## src/rtl/c15xx_sd_arbiter.sv

```systemverilog
// Round-robin arbiter sharing one hps_io SD block port among NDRIVES drive channels.
// Also owns per-drive disk-change hold pulses and read-only latches that feed drv_wps_n.
module c15xx_sd_arbiter #(
   parameter int unsigned NDRIVES  = 4,
   parameter int unsigned CHG_HOLD = 15000000
) (
   input  logic                    clk_sys,
   input  logic                    reset,

   input  logic [32*NDRIVES-1:0]   drv_lba,
   input  logic [NDRIVES-1:0]      drv_rd,
   input  logic [NDRIVES-1:0]      drv_wr,
   output logic [NDRIVES-1:0]      drv_ack,
   output logic [NDRIVES-1:0]      drv_buff_wr,
   input  logic [8*NDRIVES-1:0]    drv_buff_din,

   output logic [31:0]             sd_lba,
   output logic                    sd_rd,
   output logic                    sd_wr,
   input  logic                    sd_ack,
   input  logic                    sd_buff_wr,
   output logic [7:0]              sd_buff_din,
   output logic [1:0]              sd_drive,
   output logic [NDRIVES-1:0]      grant,

   input  logic [NDRIVES-1:0]      disk_change,
   input  logic [NDRIVES-1:0]      disk_readonly,
   output logic [NDRIVES-1:0]      drv_wps_n
);

   localparam logic [23:0] ChgHold = 24'(CHG_HOLD);
   localparam logic [1:0]  RrInit  = 2'(NDRIVES - 1);

   typedef enum logic [2:0] {
      StIdle,
      StReq,
      StXfer,
      StDone,
      StFlush
   } state_e;

   state_e              state_q, state_d;
   logic [1:0]          owner_q, owner_d;
   logic [1:0]          rr_q, rr_d;
   logic [1:0]          sd_drive_q, sd_drive_d;
   logic [NDRIVES-1:0]  grant_q, grant_d;
   logic [31:0]         sd_lba_q, sd_lba_d;
   logic                sd_rd_q, sd_rd_d;
   logic                sd_wr_q, sd_wr_d;

   logic [NDRIVES-1:0]  pending;
   logic                found;
   logic [1:0]          win;

   assign pending = drv_rd | drv_wr;

   // First pending channel after the last owner, wrapping around.
   always_comb begin
      found = 1'b0;
      win   = '0;
      for (int k = 1; k <= int'(NDRIVES); k++) begin
         if (!found && pending[(int'(rr_q) + k) % int'(NDRIVES)]) begin
            found = 1'b1;
            win   = 2'((int'(rr_q) + k) % int'(NDRIVES));
         end
      end
   end

   always_comb begin
      state_d    = state_q;
      owner_d    = owner_q;
      rr_d       = rr_q;
      sd_drive_d = sd_drive_q;
      grant_d    = grant_q;
      sd_lba_d   = sd_lba_q;
      sd_rd_d    = sd_rd_q;
      sd_wr_d    = sd_wr_q;

      unique case (state_q)
         StIdle: begin
            if (found) begin
               owner_d      = win;
               sd_drive_d   = win;
               grant_d      = '0;
               grant_d[win] = 1'b1;
               sd_lba_d     = drv_lba[32*int'(win) +: 32];
               if (drv_wr[win]) begin
                  sd_wr_d = 1'b1;
               end else begin
                  sd_rd_d = 1'b1;
               end
               state_d = StReq;
            end
         end
         StReq: begin
            if (sd_ack) begin
               sd_rd_d = 1'b0;
               sd_wr_d = 1'b0;
               state_d = StXfer;
            end
         end
         StXfer: begin
            if (!sd_ack) begin
               grant_d = '0;
               rr_d    = owner_q;
               state_d = StDone;
            end
         end
         StDone: begin
            state_d = StIdle;
         end
         StFlush: begin
            // A host transfer interrupted by reset must drain before anyone is granted.
            if (!sd_ack) begin
               state_d = StIdle;
            end
         end
         default: begin
            state_d = StIdle;
         end
      endcase
   end

   always_ff @(posedge clk_sys) begin
      if (reset) begin
         state_q    <= sd_ack ? StFlush : StIdle;
         owner_q    <= '0;
         rr_q       <= RrInit;
         sd_drive_q <= '0;
         grant_q    <= '0;
         sd_lba_q   <= '0;
         sd_rd_q    <= 1'b0;
         sd_wr_q    <= 1'b0;
      end else begin
         state_q    <= state_d;
         owner_q    <= owner_d;
         rr_q       <= rr_d;
         sd_drive_q <= sd_drive_d;
         grant_q    <= grant_d;
         sd_lba_q   <= sd_lba_d;
         sd_rd_q    <= sd_rd_d;
         sd_wr_q    <= sd_wr_d;
      end
   end

   // Buffer path is purely combinational; grant gates it so idle slots see zero.
   assign drv_ack     = grant_q & {NDRIVES{sd_ack}};
   assign drv_buff_wr = grant_q & {NDRIVES{sd_buff_wr}};
   assign sd_buff_din = (|grant_q) ? drv_buff_din[8*int'(owner_q) +: 8] : 8'h00;

   assign sd_lba   = sd_lba_q;
   assign sd_rd    = sd_rd_q;
   assign sd_wr    = sd_wr_q;
   assign sd_drive = sd_drive_q;
   assign grant    = grant_q;

   logic [NDRIVES-1:0] chg_prev_q;
   logic [NDRIVES-1:0] ro_q;
   logic [NDRIVES-1:0] ch_q;
   logic [23:0]        cnt_q [NDRIVES];
   logic [NDRIVES-1:0] chg_rise;

   assign chg_rise = disk_change & ~chg_prev_q;

   always_ff @(posedge clk_sys) begin
      chg_prev_q <= disk_change;
   end

   // Read-only state belongs to the mounted image, so reset leaves it alone.
   always_ff @(posedge clk_sys) begin
      for (int i = 0; i < int'(NDRIVES); i++) begin
         if (chg_rise[i]) begin
            ro_q[i] <= disk_readonly[i];
         end
      end
   end

   always_ff @(posedge clk_sys) begin
      if (reset) begin
         for (int i = 0; i < int'(NDRIVES); i++) begin
            cnt_q[i] <= '0;
         end
         ch_q <= '0;
      end else begin
         for (int i = 0; i < int'(NDRIVES); i++) begin
            if (chg_rise[i]) begin
               cnt_q[i] <= ChgHold;
            end else if (cnt_q[i] != '0) begin
               cnt_q[i] <= cnt_q[i] - 24'd1;
            end
            ch_q[i] <= (cnt_q[i] != '0);
         end
      end
   end

   assign drv_wps_n = ~ro_q ^ ch_q;

endmodule

```

## config.mk

```make
export PLATFORM = sky130hd
export DESIGN_NAME = c15xx_sd_arbiter
export DESIGN_NICKNAME = d
export VERILOG_FILES = /design/src/rtl/c15xx_sd_arbiter.sv
export SDC_FILE = /design/constraint.sdc
export NUM_CORES = 1
export LEC_CHECK = 0
export CAP_MARGIN = 20
export CORE_ASPECT_RATIO = 0.9
export CORE_MARGIN = 2
export CORE_UTILIZATION = 45
export DETAILED_ROUTE_END_ITERATION = 7
export PLACE_DENSITY = 0.76
export SYNTH_ARGS = -nofsm -noshare
export SYNTH_HDL_FRONTEND = slang
export SYNTH_SLANG_ARGS = --single-unit
export TNS_END_PERCENT = 30
```

## constraint.sdc

```tcl
create_clock -name clk_sys -period 3.3 [get_ports clk_sys]
set_clock_uncertainty 0.2 [all_clocks]
set_input_delay 0.495 -clock clk_sys [delete_from_list [all_inputs] [get_ports clk_sys]]
set_output_delay 0.495 -clock clk_sys [all_outputs]
set_load 0.01 [all_outputs]
```

=== Word-level counts from Yosys, hierarchy flattened ===
Memories as Yosys holds them, arrays and structs flattened.
Cells that the tools add are included.

* Shift-type cells: 2
* Add/sub/neg operators: 8
* Bitwise operators: 20
* Muxes and demuxes: 80
* Eq/ne operators: 12
* Reductions and logical operators: 25
* Magnitude comparators: 6

{| class="wikitable"
|+ Operators by type and width
! operator !! count
|-
| 2-to-1 mux 24 bit || 8
|-
| indexed part select 128 x 8 -> 32 bit || 1
|-
| nonzero test 24 bit || 4
|-
| subtractor 24 x 1 -> 24 bit (second input constant) || 4
|-
| 2-to-1 mux 1 bit || 49
|-
| indexed part select 32 x 6 -> 8 bit || 1
|-
| 2-to-1 mux 3 bit || 6
|-
| less-than comparator 3 x 4 -> 1 bit (second input constant) || 4
|-
| bitwise AND 4 bit || 3
|-
| != test 3 bit (second input constant) || 4
|-
| one-hot mux 3 bit (4 select lines) || 1
|-
| AND reduction 4 bit || 3
|-
| binary-select mux 1 bit (select 2 bit) || 5
|-
| != test 2 bit (second input constant) || 5
|-
| 2-to-1 mux 2 bit || 4
|-
| 2-to-1 mux 4 bit || 2
|-
| 2-to-1 mux 8 bit || 1
|-
| NOT 4 bit || 2
|-
| bitwise OR 1 bit || 8
|-
| one-hot mux 4 bit (2 select lines) || 1
|-
| OR reduction 2 bit || 4
|-
| adder 2 x 1 -> 2 bit (second input constant) || 2
|-
| adder 2 bit (second input constant) || 2
|-
| bitwise AND 1 bit (first input constant) || 4
|-
| 17 further kinds || 25
|}

* Register bits after elaboration: 57
* Output and inout port bits: 60
* Bits of input ports: 180
* RAM bits: 96
* Memories kept: 1

{| class="wikitable"
|+ Memories
! name !! words !! bits a word !! read ports !! clocked after memory_dff !! wr ports !! RTL line !! source
|-
| cnt_q || 4 || 24 || 4 || 0 || 4 || 160 || <nowiki>logic [23:0] cnt_q [NDRIVES];</nowiki>
|}

=== Longest topological paths before layout ===
Gate-level depths: netlist of run 1.

* Depth in word-level cells: 22
* Mapped depth: 7
* Gate-level depth less buffers: 7

=== Worst setup path before layout of run 1 ===
No wires, ideal clock.

* Path kind: flip-flop to flip-flop
* From: memory cnt_q[2][18]
* To: memory cnt_q[2][0], enable pin
* Required time: 2.675 ns
* Clock period less this slack: 2.837 ns
* Cell stages (with the launch flop): 5
* Arrival: 2.212 ns
* Path slack: 0.463 ns
* Path through: edfxtp_1 -> or4_4 -> or4_4 -> nor4b_4 -> nand2_1

{| class="wikitable"
|+ RTL lines
! what !! RTL line
|-
| start: declaration || 160
|}

==> impl_metrics.toml, run 1 <==
[pwr]
power_density_nw_per_um2 = 650.9
pwr-share-clk_pct = 26.5
power.leakage_uw = 0.004314
sequentialPowerShare_pct = 37.4
p_sw_share_pct = 33.02
pwr-share-comb_pct = 36.1
irDropWorstVdd_uv = 351.2
p_int_uw = 5142
switchingPower_uw = 2535

[status]
failed_checks = "design-rule violations"
status = "finished, violations left"

[final_layout]
final_cell_mix = "clkdlybuf4s50_1 (238), nor2_1 (133), edfxtp_1 (103)"
layout_commonest_cell = "clkdlybuf4s50_1"
area_growth_pct = 40.53
drive_gt1_share_pct = 8.173
layout.nets = 1264
fin_cells = 1337

[grt]
grt_pass1_vias = 7319
grt_pass1_wl_mm = 37.87
antenna_found_initial = 3
grt_overflow = 0
grt_start_max_net_pins = 43
grt_use_total_pct = 24.30

[synth]
synth.avg_cell_area_um2 = 10.06
synth_seq_cells = 153
synth.area.top_cells = "edfxtp_1 (37%), dfxtp_1 (12%), nor2_1 (5.9%)"
netlist_instances = 834
ys_types = 61
ys_seq_area_share_pct = 48.78
synth_area_um2 = 8392
ys_async_sr_fraction_pct = 0
synth_flop_cell = "edfxtp_1"
synth.largest_area_cell = "edfxtp_1"
syn_nets = 1022
yosysWarnings = 0
synth.top_cell.area_share_pct = 36.86
synth-edff-count = 103

[route]
drcViolationCount = 1
vias = 7504
ant_nets = 0
vias_per_cell = 5.613
wl_mm = 23.87
wl_per_cell_um = 17.85
drtPass1Iterations = 8
drt-initial-drc-count = 636

[setup_path]
cp_top_family = "buffers and inverters"
r2r-start = "cnt_q[0][16]"
worstSetupEndpointType = "output pin"
required_ps = 2600
rrSetupSlack_ps = 530
endpoint = "sd_buff_din[3]"
reg2reg_depth = 5
worst_path_max_delay_cell = "dfxtp_1"
reg2reg_to = "cnt_q[0][6]"
path_max_fanout = 9
crit_path_start_kind = "flop"
path_class = "reg2out"
crit_chain = "buf_4 -> mux4_2 -> nor2b_1 -> clkdlybuf4s50_1"
cp.buffers_inverters = 2
crit_path_start = "sd_drive[0]"
cp_num_cells = 4
cp.arrival_ps = 2480
slowest_delay_ps = 690

[floorplan]
rows = 47
die_h_um = 133.6
pin_count = 240
die_w_um = 147.9
die-area_um2 = 19760
start_util_pct = 45.74
core_area_um2 = 18350

[min_path]
holdCritPathClass = "reg2reg"
hp-start = "sd_wr"

[clock_network]
cts_resized = 0
clk_latency_ps = 420
clk_pin_slew_worst_paths_ps = 60
ctsHoldBuffers = 0
h-tree-depth = 4
cts_max_path_buffers = 2
cts_setup_buffers = 0
cts_buffers = 17
tritoncts = "built"
cts.sinks = 153
root_buffer = "clkbuf_16"

[sta]
layout_min_cycle_time_ps = 3175
fmax_mhz = 314.9
fin_tns_setup_ps = 0
hold_viol_final = 0
timing.final.crit_share_pct = 96.22
setup_viol = 0
rsz0062_at_grt = "false"
tightestPinTransition_ps = 955.3
finalWorstSetupSlack_ps = 124.6
relSlewSlack_pct = 35.82
drv_slew = 0
hold_slack_ps = 272.0

[job]
drv_cap = 0

[placed_design]
place_ws_ps = 271.1
place_congestion = 0.8543
io_buffers = 239
hpwlAfterDp_mm = 17.60
dp.cells = 1302
[metrics by stage]
| step | area [um^2] | power, uW | util [%] |
|---|---|---|---|
| 2_1_floorplan | 8392 | 4448 | - |
| 3_3_place_gp | 11180 | 5602 | 60.92 |
| 3_5_place_dp | 11180 | 5669 | 60.92 |
| 4_1_cts | 11790 | 7721 | 64.23 |
| 5_1_grt | 11790 | 8088 | 64.27 |
| 6_report | 11790 | 7676 | 64.27 |
[cell type report]
| class | instances | area [um^2] |
|---|---|---|
| fill | 1498 | 6555 |
| sequential | 153 | 4094 |
| multi-input combinational | 623 | 4094 |
| timing repair buffer | 266 | 2628 |
| clock buffer | 17 | 425.4 |
| tap | 245 | 306.5 |
| clock inverter | 15 | 181.4 |
| inverter | 15 | 56.30 |
| antenna | 3 | 7.507 |
[synth_stat cells (9+ instances only)]
cell type    n
nor2_1     133
edfxtp_1   103
a21oi_1     76
xnor2_1     53
dfxtp_1     50
nand2_1     38
a211oi_1    33
a222oi_1    32
xor2_1      32
nor3_1      30
clkbuf_1    29
nor4_1      21
nand3_1     18
inv_1       15
o21ai_0     15
nor2b_1     14
and2_1      10
or3_1       10
nand2b_1     9
or4_1        9
[logic make-up (layout without fill, tap and decap cells)]
group / Yosys count / in the layout / synth area share [%]
xor+xnor: 85 / 85 / 8.871
other cells: 0 / 3 / 0
simple gates: 336 / 336 / 20.74
fa+ha+maj: 8 / 8 / 1.193
mux: 10 / 10 / 2.400
flops: 153 / 153 / 48.78
buf+inv: 58 / 313 / 2.982
compound gates: 184 / 184 / 15.03
[tightest hold or removal path: stages (launching register included)]
cell and delay [ps]:
dfxtp_1 330, nand2_1 50, o21ai_0 60
[power by group through the flow]
stage	Combinational, uW	Sequential [uW]	Clock [uW]
global placement	2710	2890	0
floorplan	1610	2840	0
detailed placement	2760	2910	0
finish	2770	2870	2030
global route	3030	2920	2130
CTS	2790	2870	2060
[layer usage]
layer,share of wire [%],global-route usage [%],wire [um],vias up
met2,48,39.79,11540,286
li1,-,-,-,3637
met4,3.1,10.21,731,0
met3,7.6,6.438,1822,38
met5,0,0,0,-
met1,41,30.59,9774,3543
[flip-flops by register name (all words and copies together) (netlist names)]
name	cells
sd_lba	32
sd_wr	1
ro_q	4
grant	4
ch_q	4
cnt_q	96
rr_q	2
sd_rd	1
chg_prev_q	4
sd_drive	2
state_q	3
[worst min path at each step]
stage / end / slack [ps] / cells after the start
after global routing: sd_rd / 320 / 1
after CTS: sd_wr / 280 / 2
after floorplan: sd_wr / 280 / 2
after global placement: sd_wr / 250 / 2
final: sd_wr / 270 / 2
after detailed placement: sd_wr / 270 / 2
Power figures use the tool's default switching activity.
==> run 2, diff against run 1 <==
--- a/config.mk
+++ b/config.mk
@@ -6,11 +6,11 @@
 export NUM_CORES = 1
 export LEC_CHECK = 0
 export CAP_MARGIN = 20
-export CORE_ASPECT_RATIO = 0.9
+export CORE_ASPECT_RATIO = 0.8
 export CORE_MARGIN = 2
 export CORE_UTILIZATION = 45
 export DETAILED_ROUTE_END_ITERATION = 7
-export PLACE_DENSITY = 0.76
+export PLACE_DENSITY_LB_ADDON = 0.15
 export SYNTH_ARGS = -nofsm -noshare
 export SYNTH_HDL_FRONTEND = slang
 export SYNTH_SLANG_ARGS = --single-unit
==> impl_metrics.toml, run 2 (synthesis gave the netlist of run 1 again) <==
[status]
status = "completed"

[pwr]
irDropWorstVdd_uv = 365.3
power_density_nw_per_um2 = 642.1
power.leakage_uw = 0.004310

[grt]
grt_use_total_pct = 24.62
grt_start_max_net_pins = 49
antenna_found_initial = 0
grt_overflow = 0
grt_pass1_wl_mm = 37.98
grt_pass1_vias = 7402

[route]
highest_layer = "met4"
drt-initial-drc-count = 638
wl_mm = 23.93
ant_nets = 0
vias_per_cell = 5.542
wl_met3_mm = 1.102
vias = 7454
wl_met1_mm = 10.11
wl_met2_mm = 11.90
drtPass1Iterations = 6
drcViolationCount = 0
wl_per_cell_um = 17.79

[floorplan]
die-area_um2 = 19760
start_util_pct = 46.05
die_h_um = 126.1
rows = 44
pin_count = 240
die_w_um = 156.7
core_area_um2 = 18220

[final_layout]
seq_area_um2 = 4094
layout.nets = 1267
fill_cells = 1483
diodes = 0
largest_register_ff_count = 96
final_cell_mix = "clkdlybuf4s50_1 (238), nor2_1 (133), edfxtp_1 (103)"
area_growth_pct = 40.14
stdcell_area_um2 = 11760
fin_cells = 1345
largest_register = "cnt_q"
post-route-util_pct = 64.54
drive_gt1_share_pct = 8.425
layout_commonest_cell = "clkdlybuf4s50_1"
multi_input_comb_area_um2 = 4088

[setup_path]
crit_path_start_kind = "flop"
cp.arrival_ps = 2320
worst_path_max_delay_cell = "dfxtp_1"
slowest_delay_ps = 700
required_ps = 2600
worstSetupEndpointType = "output pin"
path_max_fanout = 11
path_class = "reg2out"
crit_chain = "mux4_2 -> nor2b_1 -> clkdlybuf4s50_1"

[sta]
relSlewSlack_pct = 40.41
timing.final.crit_share_pct = 91.23
fin_tns_setup_ps = 0
drv_slew = 0
layout_min_cycle_time_ps = 3011
fmax_mhz = 332.2
tightestPinTransition_ps = 887.1
rsz0062_at_grt = "false"
setup_viol = 0
hold_viol_final = 0

[placed_design]
post_dp_cell_area_um2 = 11180
dp.cells = 1312
hpwlAfterDp_mm = 17.45
place_congestion = 0.8526
io_buffers = 239

[clock_network]
cts_buffers = 17
cts.sinks = 153
cts_max_path_buffers = 2
clk_latency_ps = 420
cts_setup_buffers = 0
clk_pin_slew_worst_paths_ps = 60
cts_resized = 0
ctsHoldBuffers = 0
root_buffer = "clkbuf_16"
h-tree-depth = 4
tritoncts = "built"

[min_path]
holdCritPathClass = "in2reg"

[job]
drv_cap = 0
-- run 2: cell types whose count changed in the layout (fill, tap and decap cells not counted) --
cell / change
buf_4: +3
clkinv_1: -3
diode_2: -3
bufinv_16: -2
clkbuf_1: +2
buf_12: -1
buf_2: +1
clkbuf_8: +1
clkinv_2: +1
clkinv_4: +1
nor4_1: +1
nor4_2: -1
-- run 2: stage by stage --
step	hold slack (ps)	setup WS, ps	total power, uW
6_report	264.2	289.3	7551
3_5_place_dp	253.2	274.9	5661
5_1_grt	270.5	91.48	7995
3_3_place_gp	247.5	353.3	5620
2_1_floorplan	282.7	462.9	4448
4_1_cts	249.5	229.6	7594
-- run 2: final cells by class --
| cell class | count | area share, % |
|---|---|---|
| multi-input combinational | 623 | 34.76 |
| clock inverter | 12 | 1.053 |
| sequential | 153 | 34.81 |
| timing repair buffer | 269 | 22.41 |
| inverter | 15 | 0.4788 |
| clock buffer | 20 | 3.798 |
| tap | 253 | 2.692 |
-- run 2: worst paths after layout --
| check | startpoint | endpoint | slack (ps) | depth (start not counted) |
|---|---|---|---|---|
| setup / recovery | sd_drive[0] | sd_buff_din[6] | 290 | 3 |
| hold / removal | reset | ch_q[0] | 260 | 2 |
| setup reg to reg | cnt_q[2][18] | cnt_q[2][6] | 500 | 5 |
| hold reg to reg | sd_wr | sd_wr | 270 | 2 |
-- run 2: report_power, final --
part / internal, uW / switching [uW]
logic: 1400 / 1390
clock network: 1130 / 785
registers: 2490 / 363
-- run 2: metal layers --
layer	track usage, %	vias up
li1	-	3635
met1	30.27	3553
met2	41.77	222
met3	5.781	44
met4	9.984	0
met5	0	-
-- run 2: worst max-delay path: cells and delay by family (launching register included) --
family	cells	cell delay, ps
flops	1	700
mux	1	580
simple gates	1	150
buf+inv	1	470
==> run 3, diff against run 2 <==
==> constraint.sdc (replaced) <==
create_clock -name clk_sys -period 3.7 [get_ports clk_sys]
set_clock_uncertainty 0.2 [all_clocks]
set_input_delay 0.555 -clock clk_sys [delete_from_list [all_inputs] [get_ports clk_sys]]
set_output_delay 0.555 -clock clk_sys [all_outputs]
set_load 0.01 [all_outputs]
==> impl_metrics.toml, run 3 (synthesis gave the netlist of run 1 again) <==
[setup_path]
path_max_fanout = 11
cp.arrival_ps = 2350
required_ps = 2940
reg2reg_depth = 7
path_class = "reg2out"
worstSetupEndpointType = "output pin"
crit_path_start_kind = "flop"

[route]
wl_met3_mm = 1.401
highest_layer = "met4"
wl_met2_mm = 11.95
ant_nets = 0
drcViolationCount = 0
wl_per_cell_um = 17.91
vias_per_cell = 5.547
drt-initial-drc-count = 637
wl_met1_mm = 9.792
wl_mm = 24.02
vias = 7438
drtPass1Iterations = 7

[clock_network]
cts_buffers = 17
clk_pin_slew_worst_paths_ps = 60
clk_latency_ps = 420
cts_setup_buffers = 0
root_buffer = "clkbuf_16"
cts.sinks = 153
h-tree-depth = 4
ctsHoldBuffers = 0
cts_resized = 0
tritoncts = "built"
cts_max_path_buffers = 2

[sta]
relSlewSlack_pct = 41.52
setup_viol = 0
layout_min_cycle_time_ps = 3103
rsz0062_at_grt = "false"
hold_viol_final = 0
drv_slew = 0
hold_slack_ps = 272.8
fin_tns_setup_ps = 0
fmax_mhz = 322.2
tightestPinTransition_ps = 870.4
timing.final.crit_share_pct = 83.87

[pwr]
irDropWorstVdd_uv = 264.3
pwr-share-clk_pct = 25.2
power.leakage_uw = 0.004293
p_int_uw = 4483
sequentialPowerShare_pct = 37.7
power_density_nw_per_um2 = 574.8
p_sw_share_pct = 33.55
switchingPower_uw = 2264
pwr-share-comb_pct = 37.1

[final_layout]
drive_gt1_share_pct = 7.841
largest_register_ff_count = 96
area_growth_pct = 39.87
post-route-util_pct = 64.41
fill_cells = 1471
layout_commonest_cell = "clkdlybuf4s50_1"
seq_area_um2 = 4094
largest_register = "cnt_q"
layout.nets = 1259
multi_input_comb_area_um2 = 4088
fin_cells = 1341
final_cell_mix = "clkdlybuf4s50_1 (238), nor2_1 (133), edfxtp_1 (103)"

[placed_design]
hpwlAfterDp_mm = 17.69
io_buffers = 239
place_congestion = 0.8270
dp.cells = 1305

[floorplan]
die_h_um = 126.1
rows = 44
die_w_um = 156.7
start_util_pct = 46.05
pin_count = 240
core_area_um2 = 18220
die-area_um2 = 19760

[grt]
grt_pass1_wl_mm = 38.00
grt_use_total_pct = 24.57
antenna_found_initial = 4
grt_pass1_vias = 7303
grt_start_max_net_pins = 50
grt_overflow = 0

[min_path]
min_path_cells = 2
holdCritPathClass = "reg2reg"

[status]
status = "completed"

[job]
drv_cap = 0
## run 3: cell count changes in the layout (fill, tap and decap cells not counted), sizes merged
cell and change:
buf -8, clkinv +1, clkinvlp -2, diode +4, inv +1
## run 3: metal layers
layer	vias to the layer above	track usage, %
li1	3635	-
met1	3515	29.50
met2	242	41.49
met3	46	6.435
met4	0	11.01
met5	-	0
## run 3: final timing paths
path / start / endpoint / slack (ps)
worst max register to register: cnt_q[1][0] / cnt_q[1][20] / 840
worst min register to register: sd_wr / sd_wr / 270
worst min-delay path: sd_wr / sd_wr / 270
worst max-delay path: sd_drive[0] / sd_buff_din[6] / 600
## run 3: layout make-up
cell class              count  area share, %
diodes                      4        0.08528
clock buffers              20          3.806
clock inverters            12          1.055
inverters                  15         0.4797
multi-input cells         623          34.83
flip-flops and latches    153          34.88
well taps                 253          2.697
repair buffers            261          22.17
## run 3: worst max-delay path, stage by stage (launching register included)
cell             delay (ps)
dfxtp_1                 710
mux4_2                  590
nor2b_1                 140
clkdlybuf4s50_1         480
## run 3: through the flow
stage                     power (uW)  area, um^2  setup slack [ps]
after CTS                       6785       11730             540.4
final                           6747       11740             596.6
after detailed placement        5070       11160             443.1
after global routing            7143       11740             409.6
after global placement          5027       11160             517.4
after floorplan                 3967        8392             862.9
## run 3: power groups by stage
stage / Sequential (uW) / Clock [uW] / Combinational, uW
after floorplan: 2530 / 0 / 1430
after global placement: 2560 / 0 / 2460
after detailed placement: 2580 / 0 / 2490
after CTS: 2550 / 1730 / 2510
after global routing: 2600 / 1810 / 2740
final: 2550 / 1700 / 2500
